==> config.mk <==
export PLATFORM = sky130hd
export DESIGN_NAME = cdb_arbiter
export DESIGN_NICKNAME = d
export VERILOG_FILES = /design/src/rtl/cdb_arbiter_pkg.sv /design/src/rtl/cdb_arbiter.sv
export SDC_FILE = /design/constraint.sdc
export NUM_CORES = 1
export LEC_CHECK = 0
export CORE_ASPECT_RATIO = 0.6
export CORE_UTILIZATION = 43
export CTS_BUF_LIST = sky130_fd_sc_hd__clkbuf_4 sky130_fd_sc_hd__clkbuf_8
export CTS_CLUSTER_DIAMETER = 80
export DETAILED_ROUTE_END_ITERATION = 10
export GPL_TIMING_DRIVEN = 1
export PLACE_DENSITY = 0.73
export RECOVER_POWER = 25
export SLEW_MARGIN = 10
export SYNTH_ARGS = -nofsm -noshare
export SYNTH_HDL_FRONTEND = slang
export SYNTH_SLANG_ARGS = --single-unit
==> constraint.sdc <==
create_clock -name clk -period 4.9 [get_ports clk]
set_input_delay 1.225 -clock clk [delete_from_list [all_inputs] [get_ports clk]]
set_output_delay 1.225 -clock clk [all_outputs]
set_load 0.02 [all_outputs]
==> src/rtl/cdb_arbiter_pkg.sv <==
// Shared types for the common-data-bus arbiter: the broadcast packet seen by
// every consumer of a completing result.
package cdb_arbiter_pkg;

   localparam int PADDR_W   = 7;
   localparam int ROB_IDX_W = 5;

   typedef struct packed {
      logic                 cdb_broadcast;
      logic [PADDR_W-1:0]   cdb_p_addr;
      logic [4:0]           cdb_aaddr;
      logic [31:0]          cdb_rd;
      logic [ROB_IDX_W-1:0] cdb_rob_idx;
   } cdb_pkt_t;

endpackage

==> src/rtl/cdb_arbiter.sv <==
// Two-lane common-data-bus arbiter: each functional unit parks one completion in
// a hold register, and up to two held entries are broadcast per cycle in round-robin order.
module cdb_arbiter #(
   parameter int  NUM_FU    = 5,
   parameter int  PADDR_W   = cdb_arbiter_pkg::PADDR_W,
   parameter int  ROB_IDX_W = cdb_arbiter_pkg::ROB_IDX_W,
   localparam int PTR_W     = (NUM_FU > 1) ? $clog2(NUM_FU) : 1
) (
   input  logic                                 clk,
   input  logic                                 rst,
   input  logic                                 flush,
   input  logic [NUM_FU-1:0]                    fu_valid,
   output logic [NUM_FU-1:0]                    fu_ready,
   input  logic [NUM_FU-1:0][PADDR_W-1:0]       fu_p_addr,
   input  logic [NUM_FU-1:0][4:0]               fu_aaddr,
   input  logic [NUM_FU-1:0][31:0]              fu_rd,
   input  logic [NUM_FU-1:0][ROB_IDX_W-1:0]     fu_rob_idx,
   output cdb_arbiter_pkg::cdb_pkt_t            cdb_pkt,
   output cdb_arbiter_pkg::cdb_pkt_t            cdb_pkt2,
   output logic [PTR_W-1:0]                     dbg_rr_ptr
);

   // Handshake: port i transfers on a rising edge where fu_valid[i] && fu_ready[i];
   // the FU must hold its payload stable while fu_valid[i]=1 and fu_ready[i]=0.

   logic [NUM_FU-1:0]                hold_valid;
   logic [NUM_FU-1:0][PADDR_W-1:0]   hold_p_addr;
   logic [NUM_FU-1:0][4:0]           hold_aaddr;
   logic [NUM_FU-1:0][31:0]          hold_rd;
   logic [NUM_FU-1:0][ROB_IDX_W-1:0] hold_rob_idx;

   logic [PTR_W-1:0]  rr_ptr;
   logic [PTR_W-1:0]  cand;
   logic [PTR_W-1:0]  g0_idx;
   logic [PTR_W-1:0]  g1_idx;
   logic              g0_found;
   logic              g1_found;
   logic [NUM_FU-1:0] grant;
   logic [NUM_FU-1:0] accept;

   function automatic logic [PTR_W-1:0] wrap_add(input logic [PTR_W-1:0] base, input int k);
      int s;
      s = int'(base) + k;
      if (s >= NUM_FU) s = s - NUM_FU;
      return PTR_W'(s);
   endfunction

   // Scan from rr_ptr; the first valid entry takes lane 0, the second lane 1.
   always_comb begin
      cand     = '0;
      g0_idx   = '0;
      g1_idx   = '0;
      g0_found = 1'b0;
      g1_found = 1'b0;
      for (int k = 0; k < NUM_FU; k++) begin
         cand = wrap_add(rr_ptr, k);
         if (hold_valid[cand]) begin
            if (!g0_found) begin
               g0_found = 1'b1;
               g0_idx   = cand;
            end else if (!g1_found) begin
               g1_found = 1'b1;
               g1_idx   = cand;
            end
         end
      end
   end

   always_comb begin
      grant = '0;
      if (g0_found) grant[g0_idx] = 1'b1;
      if (g1_found) grant[g1_idx] = 1'b1;
   end

   assign fu_ready   = (~hold_valid | grant) & {NUM_FU{~flush & ~rst}};
   assign accept     = fu_valid & fu_ready;
   assign dbg_rr_ptr = rr_ptr;

   always_ff @(posedge clk) begin
      if (rst || flush) begin
         hold_valid <= '0;
      end else begin
         for (int i = 0; i < NUM_FU; i++) begin
            if (accept[i])     hold_valid[i] <= 1'b1;
            else if (grant[i]) hold_valid[i] <= 1'b0;
         end
      end
   end

   // Payload needs no reset: it is only observed behind hold_valid.
   always_ff @(posedge clk) begin
      for (int i = 0; i < NUM_FU; i++) begin
         if (accept[i]) begin
            hold_p_addr[i]  <= fu_p_addr[i];
            hold_aaddr[i]   <= fu_aaddr[i];
            hold_rd[i]      <= fu_rd[i];
            hold_rob_idx[i] <= fu_rob_idx[i];
         end
      end
   end

   // Idle lanes keep their last payload; only the broadcast bit drops.
   always_ff @(posedge clk) begin
      if (rst) begin
         cdb_pkt  <= '0;
         cdb_pkt2 <= '0;
         rr_ptr   <= '0;
      end else if (flush) begin
         cdb_pkt.cdb_broadcast  <= 1'b0;
         cdb_pkt2.cdb_broadcast <= 1'b0;
      end else begin
         cdb_pkt.cdb_broadcast  <= g0_found;
         cdb_pkt2.cdb_broadcast <= g1_found;
         if (g0_found) begin
            cdb_pkt.cdb_p_addr  <= hold_p_addr[g0_idx];
            cdb_pkt.cdb_aaddr   <= hold_aaddr[g0_idx];
            cdb_pkt.cdb_rd      <= hold_rd[g0_idx];
            cdb_pkt.cdb_rob_idx <= hold_rob_idx[g0_idx];
         end
         if (g1_found) begin
            cdb_pkt2.cdb_p_addr  <= hold_p_addr[g1_idx];
            cdb_pkt2.cdb_aaddr   <= hold_aaddr[g1_idx];
            cdb_pkt2.cdb_rd      <= hold_rd[g1_idx];
            cdb_pkt2.cdb_rob_idx <= hold_rob_idx[g1_idx];
         end
         if (g1_found)      rr_ptr <= wrap_add(g1_idx, 1);
         else if (g0_found) rr_ptr <= wrap_add(g0_idx, 1);
      end
   end

endmodule

# Word level (Yosys, flattened, before mapping)
# Index checks and enable logic that the tools add are counted.
# word_totals
reg_bits	353
latchBits	0
ramBits	0
mem_bits_ro	0
inputBits	253
output_inout_bits	108
elab_cells	170
memories	0
# op_classes
n_addsub	13
n_mul	0
div	0
n_lt_le_gt_ge	16
eq_ne	0
shifts	0
muxes	84
bitwise_logic	8
reduce_logical	13
# op_table
op	n
binary-select mux 32 bit (select 3 bit)	2
2-to-1 mux 3 bit	29
2-to-1 mux 32 bit	2
binary-select mux 5 bit (select 3 bit)	4
binary-select mux 7 bit (select 3 bit)	2
2-to-1 mux 1 bit	30
2-to-1 mux 5 bit	6
< comparator 3 x 4 -> 1 bit, second input constant	7
greater-or-equal comparator 4 x 3 -> 1 bit, second input constant	6
subtractor 3 bit, second input constant	7
binary-select mux 1 bit (select 3 bit)	5
2-to-1 mux 7 bit	2
adder 3 x 1 -> 4 bit, second input constant	3
nonzero test 2 bit	6
AND 5 bit	2
bitwise OR 5 bit	2
adder 3 x 2 -> 4 bit, second input constant	2
demux 1 bit (select 3 bit)	2
greater-or-equal comparator 3 x 1 -> 1 bit, second input constant	2
AND reduction 2 bit	3
inverter 5 bit	1
adder 3 x 3 -> 4 bit, second input constant	1
greater-or-equal comparator 3 bit, second input constant	1
logical AND 1 bit	2
4 further kinds	5

# Longest topological paths before layout
# logic_depth
word_depth	26
depth_mapped	25
depth_no_buf	19

# Worst setup path before layout
# Ideal clock, no wire load.
# synth_timing
kind	register -> register
start	register rr_ptr[0] (netlist: dbg_rr_ptr[0])
end	register hold_aaddr[0] (netlist bit), enable pin
setup_ns	0.411
t_arrival_ns	5.204
required_ns	4.489
setup_slack_ns	-0.715
stages_incl_launch_ff	18
n_path_buf	4
synth_period_minus_slack_ns	5.615
cell_sequence	dfxtp_1 > inv_1 > buf_2 > ha_1 > ha_1 > buf_2 > a21oi_1 > mux2_2 > a31oi_1 > nor2_1 > buf_2 > nor4_4 > o311ai_1 > o21a_1 > buf_6 > or4_4 > a21oi_2 > and2_1
# synth_via
elab_chain_len	25
word_cells_on_any_way	78
classes_between	add/sub: 9; order compare: 9; mux: 54; bitwise: 4; reduce/logical: 2
# synth_rtl
element	line	source
start, declared	cdb_arbiter.sv:32	logic [PTR_W-1:0] rr_ptr;
start signal, assigned	cdb_arbiter.sv:126	if (g1_found) rr_ptr <= wrap_add(g1_idx, 1);
start signal, assigned	cdb_arbiter.sv:127	else if (g0_found) rr_ptr <= wrap_add(g0_idx, 1);
branches (longest 21 deep; another with adder 3 x 1 -> 4 bit)	--	
2-to-1 mux 5 bit (*)	cdb_arbiter.sv:72	if (g1_found) grant[g1_idx] = 1'b1;
bitwise OR 5 bit (*)	cdb_arbiter.sv:75	assign fu_ready = (~hold_valid | grant) & {NUM_FU{~flush & ~rst}};
AND 5 bit (*)	cdb_arbiter.sv:75	
named net fu_ready[0]	cdb_arbiter.sv:13	output logic [NUM_FU-1:0] fu_ready,
AND 5 bit (*)	cdb_arbiter.sv:76	assign accept = fu_valid & fu_ready;
named net accept[0]	cdb_arbiter.sv:39	logic [NUM_FU-1:0] accept;
end signal, assigned by index	cdb_arbiter.sv:95	hold_aaddr[i] <= fu_aaddr[i];
end, declared	cdb_arbiter.sv:28	logic [NUM_FU-1:0][4:0] hold_aaddr;
# Mark *: on every way through the listed nets, which the timed path passes. The select of a mux whose other input is x is not followed.
# A chain may end at the register's enable or synchronous reset.

# Worst setup path after layout
# layout_timing
start	register rr_ptr[0] (netlist: dbg_rr_ptr[0])
end	output port fu_ready[0]
# layout_via
elab_chain_len	24
word_cells_on_any_way	77
classes_between	add/sub: 9; order compare: 9; mux: 54; bitwise: 3; reduce/logical: 2
# layout_rtl
element	line
branches (longest 21 deep; another with adder 3 x 1 -> 4 bit)	--
2-to-1 mux 5 bit (*)	cdb_arbiter.sv:72
bitwise OR 5 bit (*)	cdb_arbiter.sv:75
AND 5 bit (*)	cdb_arbiter.sv:75
end, declared	cdb_arbiter.sv:13
# Every way passes the cells marked *. The select of a mux whose other input is x is not followed.

==> results.yml <==
worst_setup_path:
  worst-setup-path-type: "reg -> out"
  crit_start: "dbg_rr_ptr[0]"
  critPathLaunchType: "flip-flop"
  arrival_ps: 4220
  worstPathMaxFanout: 5
  worst_r2r_endpoint: "cdb_pkt2[15]"
  required_ps: 3670
  r2r-start: "dbg_rr_ptr[1]"
  cpPeakStageDelay_ps: 470
  critical_path.endpoint_type: "output pin"
  slowest_stage: "or4_4"
  crit_chain: "inv_6, buf_12, ha_4, mux2_4, a222oi_1, a221oi_2, buf_4, or2_4, buf_4, xnor2_1, o41ai_2, o21a_2, or4_4, a21oi_4, buf_6"
  reg2regPathDepth: 16
  cpMostUsedCell: "buf_4"
  r2r_slack_ps: 190
  crit_path_end: "fu_ready[0]"
global_routing:
  grt_max_degree: 54
  busiest_layer: "met2"
  grt_use_met2: 0.483
  grtUsageMet3: 0.0577
  grtUsageMet1: 0.443
  grt_pass1_wl_um: 90100
  first_global_vias: 14209
  antenna_found_initial: 13
  grtUsageTotal: 0.314
  overflow: 0
sta:
  hold_violations: 0
  min_period_ps: 5450
  setup_violations: 5
  fmax_ghz: 0.184
  slew_headroom: 0.358
  whs_ps: 489
  layout_setup_ws_ps: -549
  rsz0062_at_grt: "true"
  slew_violations: 0
  worst_pin_slew_ps: 963
  clock_skew_ps: 21.6
  fin_crit_sh: 1.11
synth:
  synth_area_um2: 16200
  synth-async-reset-ratio: 0
  synth_area_per_cell_um2: 12.0
  yosysUniqueCellTypes: 79
  yosysSeqAreaShare: 0.588
  synth-edff-count: 245
  yosysWarnings: 0
  synth.net_count: 1618
  synth_seq_cells: 353
  syn-instance-count: 1352
  synthFlopType: "edfxtp_1"
clocking:
  clk_pin_slew_ps: 70
  cts_buffers: 52
  cts-root-buf: "clkbuf_8"
  clock_path_buffers: 3
  ctsHoldBuffers: 0
  clk-insertion-delay-late_ps: 630
  htreeDepth: 2
  cts_tree: "built"
  numClockSinks: 353
final_layout:
  final_nets: 2110
  fillers: 2866
  multi_input_area_um2: 6380
  most-common-layout-cells: "edfxtp_1, clkdlybuf4s50_1, dlygate4sd3_1"
  layout.cells.most_common: "edfxtp_1"
  fin_area_um2: 23100
  area_delta_synth_final_pct: 42.5
  final_util: 0.628
  regArea_um2: 9530
  drive_gt1_frac: 0.218
die:
  die_area_um2: 38400
  dieWidth_um: 252
  coreArea_um2: 36700
  die_y_um: 152
  rows: 54
  initial_utilization: 0.441
  io_pins: 361
status:
  violations: "setup timing"
  outcome: "finished with violations"
detailed_routing:
  wl_per_cell_um: 25.6
  ant_nets: 0
  wirelength_um: 61500
  first_iter_violations: 1480
  routed-via-count: 14221
  drt_first_pass_iters: 6
  drc: 0
  avgViaCountPerCell: 5.91
min_path:
  hold_class: "reg -> reg"
placed_design:
  portBuffers: 360
  finalWeightedCongestion: 0.946
  hpwl_um: 40900
  place_area_um2: 21400
flow_run:
  cap_violations: 0
## metal layers
metal	routed length, um	vias up
li1	-	6286
met1	26500	6945
met2	26900	836
met3	6040	146
met4	1990	8
met5	48	-
## layout make-up
cell class,count,area share
Sequential cell,353,0.413
Multi-Input combinational cell,872,0.277
Timing Repair Buffer,548,0.229
Clock buffer,78,0.0425
Tap cell,504,0.0274
Clock inverter,20,0.00667
Inverter,17,0.00331
Antenna cell,13,0.00141
## kinds of logic (layout without fill, tap and decap cells)
| group | count (synthesis) | count (layout) | synth area share |
|---|---|---|---|
| flip-flops | 353 | 353 | 0.588 |
| AND/OR/NAND/NOR | 341 | 342 | 0.100 |
| buffers and inverters | 128 | 663 | 0.0383 |
| XOR/XNOR | 6 | 6 | 0.00325 |
| other | 0 | 13 | 0 |
| AO/OA/AOI/OAI | 382 | 382 | 0.178 |
| multiplexers | 129 | 129 | 0.0813 |
| adder cells (fa/ha/maj) | 13 | 13 | 0.0105 |
## sequential cells by signal (all words and copies together) (netlist names)
| name | flops |
|---|---|
| cdb_pkt | 50 |
| cdb_pkt2 | 50 |
| dbg_rr_ptr | 3 |
| hold_aaddr | 25 |
| hold_p_addr | 35 |
| hold_rd | 160 |
| hold_rob_idx | 25 |
| hold_valid | 5 |
## repair_timing
item / 4_1_cts / 5_1_grt
cloned: 1 / 0
setup buffers: 16 / 6
endpoints found under the setup margin: 29 / 16
pin swaps: 23 / 17
resized for setup: 77 / 21
## worst max-delay path, delay by kind of cell, from the launching register on
kind	cells	cell delay (ps)
xor gates and xnor gates	1	210
muxes	1	300
buffers and inverters	5	630
and+or+nand+nor	2	760
DFF	1	370
AOI/OAI and AO/OA	5	1070
adders and majority gates	1	260
## worst min-delay path by stage
stage / to / slack (ps) / cells past startpoint / from
global placement: cdb_pkt[32] / 480 / 2 / cdb_pkt[32]
floorplan: cdb_pkt2[36] / 560 / 2 / cdb_pkt2[36]
detailed placement: cdb_pkt[32] / 480 / 2 / cdb_pkt[32]
CTS: cdb_pkt2[6] / 490 / 2 / cdb_pkt2[6]
global route: cdb_pkt2[14] / 500 / 2 / cdb_pkt2[14]
finish: cdb_pkt[32] / 490 / 2 / cdb_pkt[32]
## cell usage after synthesis (7+ instances only)
cell type | n | area, um2
and3_1 | 7 | 43.8
inv_1 | 13 | 48.8
o22ai_1 | 25 | 156
a221oi_2 | 11 | 165
ha_1 | 12 | 150
clkbuf_1 | 49 | 184
nor3_1 | 84 | 420
a221o_1 | 17 | 170
o21ai_0 | 17 | 85.1
dfxtp_1 | 108 | 2160
edfxtp_1 | 245 | 7360
nor2_1 | 124 | 465
a221oi_1 | 48 | 420
a211oi_1 | 54 | 405
nand2_1 | 60 | 225
buf_2 | 43 | 215
o221a_2 | 34 | 383
o211ai_1 | 7 | 52.6
a21oi_1 | 113 | 566
buf_4 | 12 | 90.1
nor2b_1 | 10 | 62.6
and2_1 | 10 | 62.6
nand2b_1 | 10 | 62.6
mux2i_1 | 122 | 1220
## stage by stage
step,setup TNS [ps],instances,setup slack (ps)
floorplan,0,1352,1.79
detailed placement,-3500,2272,-570
global route,-2970,2399,-687
CTS,-2410,2386,-601
finish,-2150,2405,-549
global placement,-2320,2272,-542
Power is left out: the tool's default activity adds up to more than one toggle a clock period on the data nets, which glitch-free logic cannot reach.
